$ cat src/rtl/datapath_defs.sv
// Shared datapath constants: widths, ALU opcodes and sequencer state encoding.
// Reused by the register-sum sequencer and the main/ALU control decoders.
package datapath_defs;

    localparam int DATA_W_DEF = 32;
    localparam int REG_AW_DEF = 5;
    localparam int MEM_AW_DEF = 7;

    localparam logic [3:0] ALU_AND = 4'b0000;
    localparam logic [3:0] ALU_OR  = 4'b0001;
    localparam logic [3:0] ALU_ADD = 4'b0010;
    localparam logic [3:0] ALU_SUB = 4'b0110;
    localparam logic [3:0] ALU_SLT = 4'b0111;

    localparam logic [2:0] S_IDLE  = 3'd0;
    localparam logic [2:0] S_CLEAR = 3'd1;
    localparam logic [2:0] S_ACCUM = 3'd2;
    localparam logic [2:0] S_STORE = 3'd3;
    localparam logic [2:0] S_DONE  = 3'd4;

endpackage

$ cat src/rtl/reg_sum_controller.sv
// Sequencer that sums a block of registers into an accumulator via the
// shared datapath, then stores the result to data memory.
module reg_sum_controller
    import datapath_defs::*;
#(
    parameter int DATA_W = DATA_W_DEF,
    parameter int REG_AW = REG_AW_DEF,
    parameter int MEM_AW = MEM_AW_DEF
) (
    input  logic              clock,
    input  logic              reset_n,
    input  logic              start,
    input  logic [REG_AW-1:0] first_reg,
    input  logic [REG_AW-1:0] count,
    input  logic [REG_AW-1:0] acc_reg,
    input  logic [MEM_AW-1:0] mem_addr,
    output logic              busy,
    output logic              done,
    output logic              error,
    output logic [REG_AW-1:0] ReadReg1,
    output logic [REG_AW-1:0] ReadReg2,
    output logic [REG_AW-1:0] WriteReg,
    output logic              RegWrite,
    output logic              ALUSrc,
    output logic [DATA_W-1:0] Immediate,
    output logic [3:0]        ALUCtl,
    output logic              MemWrite,
    output logic              MemRead,
    output logic [MEM_AW-1:0] address
);

    logic [2:0]        state_q, state_d;
    logic [REG_AW-1:0] idx_q, idx_d;
    logic [REG_AW-1:0] first_q, first_d;
    logic [REG_AW-1:0] count_q, count_d;
    logic [REG_AW-1:0] acc_q, acc_d;
    logic [MEM_AW-1:0] addr_q, addr_d;
    logic              err_q, err_d;

    // Block must fit in the file and must not overlap the accumulator.
    function automatic logic args_ok(
        input logic [REG_AW-1:0] f,
        input logic [REG_AW-1:0] c,
        input logic [REG_AW-1:0] a
    );
        logic [REG_AW:0] last;
        last = {1'b0, f} + {1'b0, c} - (REG_AW+1)'(1);
        return (c != '0) && !last[REG_AW] && (a != '0)
            && !((a >= f) && ({1'b0, a} <= last));
    endfunction

    always_comb begin
        state_d = state_q;
        idx_d   = idx_q;
        first_d = first_q;
        count_d = count_q;
        acc_d   = acc_q;
        addr_d  = addr_q;
        err_d   = 1'b0;
        unique case (state_q)
            S_IDLE: begin
                if (start) begin
                    if (args_ok(first_reg, count, acc_reg)) begin
                        first_d = first_reg;
                        count_d = count;
                        acc_d   = acc_reg;
                        addr_d  = mem_addr;
                        idx_d   = '0;
                        state_d = S_CLEAR;
                    end else begin
                        err_d = 1'b1;
                    end
                end
            end
            S_CLEAR: begin
                idx_d   = '0;
                state_d = S_ACCUM;
            end
            S_ACCUM: begin
                if (idx_q == count_q - REG_AW'(1)) begin
                    state_d = S_STORE;
                end else begin
                    idx_d = idx_q + REG_AW'(1);
                end
            end
            S_STORE: state_d = S_DONE;
            S_DONE: begin
                idx_d   = '0;
                state_d = S_IDLE;
            end
            default: begin
                idx_d   = '0;
                state_d = S_IDLE;
            end
        endcase
    end

    always_ff @(posedge clock or negedge reset_n) begin
        if (!reset_n) begin
            state_q <= S_IDLE;
            idx_q   <= '0;
            first_q <= '0;
            count_q <= '0;
            acc_q   <= '0;
            addr_q  <= '0;
            err_q   <= 1'b0;
        end else begin
            state_q <= state_d;
            idx_q   <= idx_d;
            first_q <= first_d;
            count_q <= count_d;
            acc_q   <= acc_d;
            addr_q  <= addr_d;
            err_q   <= err_d;
        end
    end

    // Outputs depend only on registered state so reset drops them at once.
    always_comb begin
        busy      = (state_q != S_IDLE);
        done      = 1'b0;
        error     = err_q;
        ReadReg1  = '0;
        ReadReg2  = '0;
        WriteReg  = '0;
        RegWrite  = 1'b0;
        ALUSrc    = 1'b0;
        Immediate = '0;
        ALUCtl    = ALU_ADD;
        MemWrite  = 1'b0;
        MemRead   = 1'b0;
        address   = '0;
        unique case (state_q)
            S_CLEAR: begin
                ALUSrc   = 1'b1;
                WriteReg = acc_q;
                RegWrite = 1'b1;
            end
            S_ACCUM: begin
                ReadReg1 = acc_q;
                ReadReg2 = first_q + idx_q;
                WriteReg = acc_q;
                RegWrite = 1'b1;
            end
            S_STORE: begin
                ReadReg1 = acc_q;
                ReadReg2 = acc_q;
                ALUSrc   = 1'b1;
                MemWrite = 1'b1;
                address  = addr_q;
            end
            S_DONE: done = 1'b1;
            default: ;
        endcase
    end

endmodule

$ cat config.mk
export PLATFORM = sky130hd
export DESIGN_NAME = reg_sum_controller
export DESIGN_NICKNAME = d
export VERILOG_FILES = /design/src/rtl/datapath_defs.sv /design/src/rtl/reg_sum_controller.sv
export SDC_FILE = /design/constraint.sdc
export NUM_CORES = 1
export LEC_CHECK = 0
export BUFFER_PORTS_ARGS = -buffer_cell sky130_fd_sc_hd__buf_4
export CORE_MARGIN = 2
export CORE_UTILIZATION = 55
export CTS_CLUSTER_DIAMETER = 120
export DETAILED_ROUTE_END_ITERATION = 6
export PLACE_DENSITY = 0.93
export SLEW_MARGIN = 25
export SYNTH_ARGS = -nofsm -noshare
export SYNTH_HDL_FRONTEND = slang
export SYNTH_SLANG_ARGS = --single-unit
$ cat constraint.sdc
create_clock -name clock -period 4.3 [get_ports clock]
set_input_delay 0.215 -clock clock [delete_from_list [all_inputs] [get_ports clock]]
set_output_delay 0.215 -clock clock [all_outputs]
set_load 0.01 [all_outputs]
==> reports/metrics.cfg <==
[synth]
synth_fa_ha_area_frac=0.135
synth_top_family_by_area=buffers and inverters
yosysSeqAreaShare=0.296
yosysTopAreaCell=dfrtp_1
synth-compound-area-share=0.0927
synth_seq_cells=31
synth_warnings=0
synth.area.top_cells=dfrtp_1, ha_1, buf_4
synth_edf_count=0
synthFlopType=dfrtp_1
syn_inst=272
async_reset_ff_frac=1.00
synthDistinctLibCells=44
syn_area_um2=2620
synth_xor_area_frac=0.0468
synth_mux_area_frac=0.130
syn_area_per_cell_um2=9.62
yosys.area_share.simple=0.130
synth_top_area_frac=0.296

[global_route]
grt_overflow=0
antenna_found_initial=0
grt_max_degree=32
grt_pass1_vias=1817
grtUsageTotal=0.215
grt_pass1_wl_um=8680

[outcome]
status=complete, no violations

[clock_network]
htree_levels=2
post_cts_resized=0
cts.path.max_buffers=2
postCtsSetupBuffers=0
tritoncts=built
cts-root-buf=clkbuf_8
clkSinkCount=31
cts_buffers=5
cts.clk_slew.worst_paths_ns=0.06
insertion_delay_ns=0.28
cts.hold.buffers_added=1

[drt]
finalWirelength_um=5300
drc=0
drt_iter0_drc=79
vias_per_cell=5.15
vias=1947
wire_per_inst_um=14.0
ant_nets=0
drt_pre_antenna_iters=4

[timing]
finalClockSkew_ns=0.00222
tns_ns=0
slew_headroom=0.563
clock.fmax_mhz=290
drv_slew=0
period_share=0.803
hold_viol=0
rsz0062_at_grt=no
worstMarginPinSlew_ns=0.656
setup_viol=0
timing.final.crit_period_ns=3.45
finalHoldWorstSlack_ns=0.161

[setup_path]
crit_slowest_cell=or3b_1
critPathMaxStageDelay_ns=0.54
end_kind=flop
crit_fanout=17
path_buf_inv=5
arrival_ns=3.62
startpoint_type=input port
critical_path_class=input port to flop
cp.required_ns=4.46
critPathTopFamily=adder cells
path_cells=buf_4, inv_1, ha_1, inv_1, ha_1, inv_1, fa_1, xor2_1, ha_1, and4_4, a21oi_2, o31ai_1, a211oi_2, or3b_1, buf_4, mux2_1

[power]
p_per_area_nw_per_um2=646
vdd_drop_max_mv=0.225
power_mw=1.94
leakage_nw=1.67

[final_layout]
area_growth_pct=14.7
final_common_cell=buf_4
design_area_um2=3000
layout_common_cells=buf_4, conb_1, dfrtp_1
nets=376
multi_input_area_um2=1540
num_antenna_cells=0
regArea_um2=776
layout-drive-gt1-share=0.250
final_util=0.644
n_fill_cell=379

[floorplanning]
fp-row-count=25
core_um2=4660
die_area_um2=5330
die_w_um=73.0
die_h_um=73.0
initial_core_util=0.562
ios=90

[worst_hold_path]
hold_class=input port to flop

[flow_run]
cap_violations=0

[placed_design]
gp_congestion=0.921
port_buffers=52
placed_area_um2=2890
dpl.hpwl_um=4290

## worst register-to-register path: cells and delay by family, from the launching register on
kind                   cells  cell delay, ns
flip-flops                 1            0.62
buffers and inverters      1            0.31
multiplexers               1            0.34
AND/OR/NAND/NOR            2            1.13
## registers in the layout, indices dropped and copies added (netlist names)
| register | count |
|---|---|
| state_q | 3 |
| error | 1 |
| addr_q | 7 |
| first_q | 5 |
| idx_q | 5 |
| acc_q | 5 |
| count_q | 5 |
## cells by family after synthesis
| kind of cell | Yosys count |
|---|---|
| fa+ha+maj | 27 |
| other cells | 2 |
| simple gates | 64 |
| flops | 31 |
| compound gates | 36 |
| xor+xnor | 14 |
| buf+inv | 73 |
| mux | 25 |
## cell type report
type / instances / share of cell area
well taps: 54 / 0.0225
inverters: 29 / 0.0362
clock inverters: 1 / 0.0100
repair buffers: 54 / 0.136
flip-flops and latches: 31 / 0.258
multi-input cells: 203 / 0.513
clock buffers: 6 / 0.0242
## path summary, 6_finish.rpt
check	startpoint	to	slack [ns]	cells past startpoint
worst max-delay path	count[1]	first_q[0]$_DFFE_PN0P_	0.85	16
worst min-delay path	mem_addr[5]	addr_q[5]$_DFFE_PN0P_	0.16	2
worst max register to register	state_q[0]$_DFFE_PN0P_	first_q[0]$_DFFE_PN0P_	1.79	4
worst min register to register	addr_q[0]$_DFFE_PN0P_	addr_q[0]$_DFFE_PN0P_	0.51	1
max in group asynchronous	reset_n	idx_q[2]$_DFFE_PN0P_	3.62	2
min in group asynchronous	reset_n	idx_q[4]$_DFFE_PN0P_	0.40	2
## synth_stat cells, drive strengths merged (3+ instances only)
cell type,number
buf,40
dfrtp,31
inv,29
ha,25
mux2,21
nor2,15
a21oi,10
and2,10
nand2,10
and3,7
xnor2,7
xor2,7
o21ai,6
nand2b,5
a21o,4
a22o,4
clkbuf,4
mux2i,4
nand3,4
nor3,3
## power breakdown
part	internal [mW]	total (mW)	switching, mW
sequential	0.426	0.577	0.151
clock	0.169	0.270	0.100
combinational	0.573	1.09	0.519
## per-layer routing
metal  track usage  routed length [um]  share of wire
met1         0.292                2300           0.43
met3        0.0373                 224          0.042
met4        0.0947                 147          0.028
met2         0.337                2630           0.50
met5             0                   0              0
## per-stage QoR
step,instances,setup slack [ns]
after floorplan,307,1.03
after global placement,370,0.619
after detailed placement,370,0.529
after CTS,378,0.826
after global routing,378,0.635
final,378,0.847
No activity file was read; power rests on OpenSTA's default activity.
